<file path="config.mk">
export PLATFORM = sky130hd
export DESIGN_NAME = systolic_sequencer
export DESIGN_NICKNAME = d
export VERILOG_FILES = /design/src/rtl/systolic_pkg.sv /design/src/rtl/seq_counter.sv /design/src/rtl/systolic_sequencer.sv
export SDC_FILE = /design/constraint.sdc
export NUM_CORES = 1
export LEC_CHECK = 0
export BUFFER_PORTS_ARGS = -buffer_cell sky130_fd_sc_hd__buf_2
export CAP_MARGIN = 20
export CORE_MARGIN = 2
export CORE_UTILIZATION = 60
export CTS_BUF_LIST = sky130_fd_sc_hd__clkbuf_4
export DETAILED_ROUTE_END_ITERATION = 12
export HOLD_SLACK_MARGIN = 0.02
export PLACE_DENSITY = 0.82
export SLEW_MARGIN = 15
export SYNTH_ARGS = -nofsm -noshare
export SYNTH_HDL_FRONTEND = slang
export SYNTH_SLANG_ARGS = --single-unit
</file>
<file path="constraint.sdc">
create_clock -name clk -period 6.95 [get_ports clk]
set_input_delay 0.3475 -clock clk [delete_from_list [all_inputs] [get_ports clk]]
set_output_delay 0.3475 -clock clk [all_outputs]
set_load 0.05 [all_outputs]
</file>
<file path="src/rtl/systolic_pkg.sv">
`default_nettype none
// ============================================================================
//  Module      : systolic_pkg
//  Description : Shared definitions for the systolic array sequencer: default
//                array dimension and vector-count width, plus the sequencer
//                state encoding.
//  Revision    : 1.0  initial release
// ============================================================================
package systolic_pkg;

    localparam int c_n_default  = 4;   // array dimension (rows = columns)
    localparam int c_kw_default = 8;   // width of k_len and the feed counter

    typedef enum logic [2:0] {
        ST_IDLE  = 3'd0,
        ST_CLEAR = 3'd1,
        ST_LOAD  = 3'd2,
        ST_FEED  = 3'd3,
        ST_DRAIN = 3'd4,
        ST_DONE  = 3'd5
    } state_t;

endpackage
`default_nettype wire

</file>
<file path="src/rtl/seq_counter.sv">
`default_nettype none
// ============================================================================
//  Module      : seq_counter
//  Description : W-bit up-counter with synchronous clear (priority over
//                enable) and asynchronous active-low reset.
//  Ports       : clk   - rising-edge clock
//                reset - asynchronous active-low reset
//                clr   - synchronous clear to zero
//                en    - count enable
//                count - current count value
//  Revision    : 1.0  initial release
// ============================================================================
module seq_counter #(
    parameter int W = 9
) (
    input  logic         clk,
    input  logic         reset,
    input  logic         clr,
    input  logic         en,
    output logic [W-1:0] count
);

    logic [W-1:0] r_count;

    always_ff @(posedge clk or negedge reset) begin
        if (!reset) begin
            r_count <= '0;
        end else if (clr) begin
            r_count <= '0;
        end else if (en) begin
            r_count <= r_count + 1'b1;
        end
    end

    assign count = r_count;

endmodule
`default_nettype wire

</file>
<file path="src/rtl/systolic_sequencer.sv">
`default_nettype none
// ============================================================================
//  Module      : systolic_sequencer
//  Description : Control sequencer for an N x N systolic array. One pass runs
//                CLEAR -> LOAD (N weight rows) -> FEED (k_len + 2N - 2 skewed
//                cycles) -> DRAIN (N result columns) -> DONE. All outputs are
//                decoded from the registered state and the shared counter.
//  Ports       : clk       - rising-edge clock
//                reset     - asynchronous active-low reset
//                start     - run request, honoured only in IDLE
//                k_len     - input vector count, captured on accepted start
//                busy      - high outside IDLE
//                done      - one-cycle completion pulse
//                acc_clr   - PE accumulator clear
//                load_en   - weight register enable
//                load_row  - weight row being loaded
//                rd_addr   - input buffer read index (feed counter t)
//                row_valid - skewed per-row input valid
//                out_valid - result column present on array outputs
//                out_col   - result column being drained
//  Revision    : 1.0  initial release
// ============================================================================
module systolic_sequencer
    import systolic_pkg::*;
#(
    parameter int N  = c_n_default,
    parameter int KW = c_kw_default
) (
    input  logic                 clk,
    input  logic                 reset,
    input  logic                 start,
    input  logic [KW-1:0]        k_len,
    output logic                 busy,
    output logic                 done,
    output logic                 acc_clr,
    output logic                 load_en,
    output logic [$clog2(N)-1:0] load_row,
    output logic [KW-1:0]        rd_addr,
    output logic [N-1:0]         row_valid,
    output logic                 out_valid,
    output logic [$clog2(N)-1:0] out_col
);

    localparam int CW = $clog2(N);

    // Counter values are one bit wider than k_len so that the last feed
    // index k_len + 2N - 3 never wraps, even at k_len = 2^KW - 1.
    localparam logic [KW:0] c_last_nm1  = (KW+1)'(N - 1);
    localparam logic [KW:0] c_feed_tail = (KW+1)'(2 * N - 3);

    state_t        r_state;
    state_t        w_next;
    logic [KW-1:0] r_klen;
    logic [KW:0]   w_cnt;
    logic          w_cnt_clr;
    logic          w_cnt_en;
    logic [KW:0]   w_feed_last;
    logic          w_in_feed;

    assign w_feed_last = {1'b0, r_klen} + c_feed_tail;
    assign w_in_feed   = (r_state == ST_FEED);

    // One counter serves LOAD, FEED and DRAIN; it is cleared on every phase
    // boundary so each phase starts counting from zero.
    seq_counter #(
        .W (KW + 1)
    ) u_cnt (
        .clk   (clk),
        .reset (reset),
        .clr   (w_cnt_clr),
        .en    (w_cnt_en),
        .count (w_cnt)
    );

    always_ff @(posedge clk or negedge reset) begin
        if (!reset) begin
            r_state <= ST_IDLE;
        end else begin
            r_state <= w_next;
        end
    end

    // k_len is sampled only when a pass is accepted and then held.
    always_ff @(posedge clk or negedge reset) begin
        if (!reset) begin
            r_klen <= '0;
        end else if ((r_state == ST_IDLE) && start) begin
            r_klen <= k_len;
        end
    end

    always_comb begin
        w_next    = r_state;
        w_cnt_clr = 1'b1;
        w_cnt_en  = 1'b0;
        case (r_state)
            ST_IDLE: begin
                if (start) begin
                    w_next = ST_CLEAR;
                end
            end
            ST_CLEAR: begin
                w_next = ST_LOAD;
            end
            ST_LOAD: begin
                if (w_cnt == c_last_nm1) begin
                    w_next = (r_klen == '0) ? ST_DRAIN : ST_FEED;
                end else begin
                    w_cnt_clr = 1'b0;
                    w_cnt_en  = 1'b1;
                end
            end
            ST_FEED: begin
                if (w_cnt == w_feed_last) begin
                    w_next = ST_DRAIN;
                end else begin
                    w_cnt_clr = 1'b0;
                    w_cnt_en  = 1'b1;
                end
            end
            ST_DRAIN: begin
                if (w_cnt == c_last_nm1) begin
                    w_next = ST_DONE;
                end else begin
                    w_cnt_clr = 1'b0;
                    w_cnt_en  = 1'b1;
                end
            end
            ST_DONE: begin
                w_next = ST_IDLE;
            end
            default: begin
                w_next = ST_IDLE;
            end
        endcase
    end

    always_comb begin
        busy      = (r_state != ST_IDLE);
        done      = 1'b0;
        acc_clr   = 1'b0;
        load_en   = 1'b0;
        load_row  = '0;
        rd_addr   = '0;
        out_valid = 1'b0;
        out_col   = '0;
        case (r_state)
            ST_CLEAR: acc_clr = 1'b1;
            ST_LOAD: begin
                load_en  = 1'b1;
                load_row = w_cnt[CW-1:0];
            end
            ST_FEED: rd_addr = w_cnt[KW-1:0];
            ST_DRAIN: begin
                out_valid = 1'b1;
                out_col   = w_cnt[CW-1:0];
            end
            ST_DONE: done = 1'b1;
            default: ;
        endcase
    end

    // Row i sees the input wavefront i cycles late and stays valid for
    // exactly k_len cycles.
    generate
        for (genvar gi = 0; gi < N; gi++) begin : g_row
            assign row_valid[gi] = w_in_feed
                                 && (w_cnt >= (KW+1)'(gi))
                                 && ((w_cnt - (KW+1)'(gi)) < {1'b0, r_klen});
        end
    endgenerate

endmodule
`default_nettype wire
</file>
==> key figures <==
Power
  • Pleak: 0.00137 uW
  • Max rail drop VDD: 0.000241 V
  • Net Sw Frac: 56.5%
  • Pwr dens: 525 nW/um2
  • Clock power share: under 10%
  • Reg power frac: 18.2%
  • Internal Power: 607 uW
  • Combinational share of power: 74.7%
  • Overall power: roughly 1400 uW
  • P_sw: roughly 800 uW

Route
  • Routed vias: around 2200
  • # DRC: 0
  • 1st-pass router iterations: 4
  • DRT Wirelength: 6090 um
  • Vias/cell: 5.91
  • Final ANT Viol Nets: 0
  • Initial drt markers: ~210
  • Drt wl/cell: 16.5 um

Die
  • Die width: 67.9 um
  • Boundary Pins: 32
  • Row Count: 23
  • Die Ht: a little under 70 um
  • Initial Util: 61.6%
  • Die Footprint: roughly 4600 um2
  • Core box area: 3970 um2

Timing
  • Fmax: just under 300 MHz
  • Worst slew pin tran: 0.906 ns
  • Final Max Tran Viols: 0
  • Final hold vios: 0
  • Final setup violating endpoints: 0
  • Layout Skew: 0.00521 ns
  • Final Critical Period: 3.45 ns
  • Worst slew margin: 39.4%
  • Unrepaired setup endpoints after global routing: no
  • TNS Setup: 0 ns
  • Final Cycle Share: between 40% and 50%

CTS
  • Post-CTS Hold Buffers: 1
  • # H-tree levels: 1
  • CTS sink cnt: 20
  • Maximum clock insertion buffer count: 2
  • TritonCTS clock tree: built
  • Clock latency on the worst-skew pair: 0.31 ns
  • Num CTS Buffers: 3
  • Setup bufs post-CTS: 0
  • Root Buffer Master: clkbuf_4
  • Post-cts gate resize count: 0
  • Clock transition at path regs: 0.13 ns

Critical path
  • CP Class: reg2out
  • CP Data Required Time: 6.60 ns
  • Worst path max stage delay: 0.55 ns
  • Crit Path Max Fanout: 12
  • Crit-path leading delay family: compound AO/OA/AOI/OAI gates
  • CP bufs+invs: 2
  • Crit-path slowest cell: dfrtp_1
  • Startpoint type of the worst setup path: flop
  • Crit-path most repeated cell: ha_1
  • CP startpoint: u_cnt.count[1]
  • CP Data Arrival Time: 3.11 ns
  • FF-to-FF Start: u_cnt.count[3]
  • CP Capture Type: primary output
  • Worst path cell trace: inv_1, ha_1, a21boi_1, nand2_1, xnor2_1, ha_1, a2111oi_0, o211a_1, buf_2

Hold path
  • Hold Crit Class: in2reg
  • Hold path start: k_len[0]

Final layout
  • Post-layout util: 66.9%
  • Final Net Count: 370
  • Layout Cells excl Fill: 368
  • P&R area growth vs syn: 8.59%
  • Layout cells sized above 1: 14.5%
  • Fillcell total: 335
  • Antenna diodes: 0
  • Final Instance Area: 2660 um2

Logic synthesis
  • Yosys cell types: 52
  • Post-Synthesis Cells: between 200 and 300
  • Synth top cells by count: ha_1, nand2_1, nor2_1
  • Post-synthesis mux area share: 0.460%
  • Post-synth top area share: 20.4%
  • Main combinational cell family by area after synthesis: simple AND/OR/NAND/NOR gates
  • Synth Area in XOR/XNOR: 12.2%
  • Post-Synth Simple-Gate Area: 24.9%
  • Avg Inst Size Synth: 8.30 um2
  • Synth Cell Area: around 2400 um2
  • Syn Nets: 346
  • Yosys warning count: 0
  • Sequential area share after synthesis: 20.4%
  • #FFs+latches synth: 20
  • Post-synth top flop: dfrtp_1
  • Post-synth EDFFs: 0
  • Synth Area in Compound Gates: 16.0%
  • Adder-cell area share of the yosys netlist: about a fifth
  • Synth top area cells: dfrtp_1, ha_1, xnor2_1
  • Cell taking the most area after synthesis: dfrtp_1
  • Cell with the most instances after synthesis: ha_1
  • Async SR Flop Fraction: 100%

Global route
  • Vias in the first global route: 2049
  • GRT met1 Usage: 38.5%
  • Grt met3 use: 3.62%
  • Total GRT Usage: between 20% and 30%
  • First-pass GRT wire length: 9990 um
  • Pin count of the biggest net entering global routing: 21
  • Most Used Layer, Global Route: met2
  • Initial antenna violation count: 0
  • M2 GR Usage: 48.8%
  • GRT overflow: 0

Placement
  • I/O Buffers: 31
  • Placed Area: 2590 um2
  • Gp weighted congestion: 0.900
  • Placed insts: 363
  • Hpwl dp: 4400 um

Run
  • Number of max-cap violations: 0

Status
  • Outcome: complete, no violations
-- flip-flops by register name, indices dropped and copies added, names as in the netlist --
| name | cells |
|---|---|
| r_state | 3 |
| r_klen | 8 |
| u_cnt.count | 9 |
-- layout by cell type, fill, tap and decap left out, types with 3 or more instances in the layout --
cell type  instances
ha_1              40
nand2_1           32
buf_2             31
nor2_1            26
dfrtp_1           20
xnor2_1           19
inv_1             16
xor2_1            15
o21ai_1           12
and3_1            10
a21oi_1            9
nand3_1            7
nor3_1             6
nor2b_1            5
and2_1             5
o21a_1             5
a2111oi_0          5
o21ai_0            4
a21o_1             4
or3_1              3
nand4_1            3
nor4_1             3
nor3b_1            3
a211oi_1           3
clkbuf_4           3
-- layer usage --
| metal | share of wire [%] | vias up | routed length (um) |
|---|---|---|---|
| met5 | 0 | - | 0 |
| met4 | 0.84 | 0 | 51 |
| met3 | 5.8 | 9 | 356 |
| met2 | 49 | 78 | 2980 |
| met1 | 44 | 1009 | 2700 |
| li1 | - | 1079 | - |
-- stage by stage --
stage | hold WS [ns] | setup WS, ns
after floorplan | 0.0519 | 2.57
after global placement | 0.318 | 3.98
after detailed placement | 0.328 | 3.88
after CTS | 0.239 | 3.51
after global routing | 0.254 | 3.35
final | 0.235 | 3.50
-- power groups by stage --
stage | logic (uW) | clock network [uW] | registers, uW
4_1_cts | 1040 | 99.6 | 250
6_report | 1040 | 98.8 | 253
2_1_floorplan | 855 | 0 | 205
3_5_place_dp | 1030 | 0 | 253
5_1_grt | 1170 | 103 | 263
3_3_place_gp | 1010 | 0 | 250
-- final cells by class --
| class | instances | area, um2 | area share (%) |
|---|---|---|---|
| repair buffers | 32 | 165 | 6.21 |
| clock inverters | 1 | 30.0 | 1.13 |
| inverters | 18 | 67.6 | 2.54 |
| well taps | 50 | 62.6 | 2.35 |
| clock buffers | 3 | 22.5 | 0.847 |
| flip-flops and latches | 20 | 500 | 18.8 |
| multi-input cells | 244 | 1810 | 68.1 |
-- cells by family (layout without fill, tap and decap cells) --
kind of cell	after synthesis	after routing
adders and majority gates	40	40
AOI/OAI and AO/OA	54	54
buffers and inverters	31	54
and+or+nand+nor	115	115
muxes	1	1
DFF	20	20
xor gates and xnor gates	34	34
-- final timing paths --
| path | to | slack (ns) | depth (start not counted) |
|---|---|---|---|
| worst max-delay path | row_valid[1] | 3.50 | 9 |
| worst max register to register | u_cnt.count[2] | 4.57 | 6 |
| max in group asynchronous | r_klen[3] | 6.12 | 2 |
| worst min register to register | r_state[1] | 0.59 | 1 |
| worst min-delay path | r_klen[0] | 0.24 | 3 |
| min in group asynchronous | r_state[1] | 0.50 | 2 |
-- tightest hold or removal path, stage by stage --
cell     delay, ns
buf_2         0.08
nand2_1       0.04
o21ai_1       0.06
(Power assumes the default switching activity.)
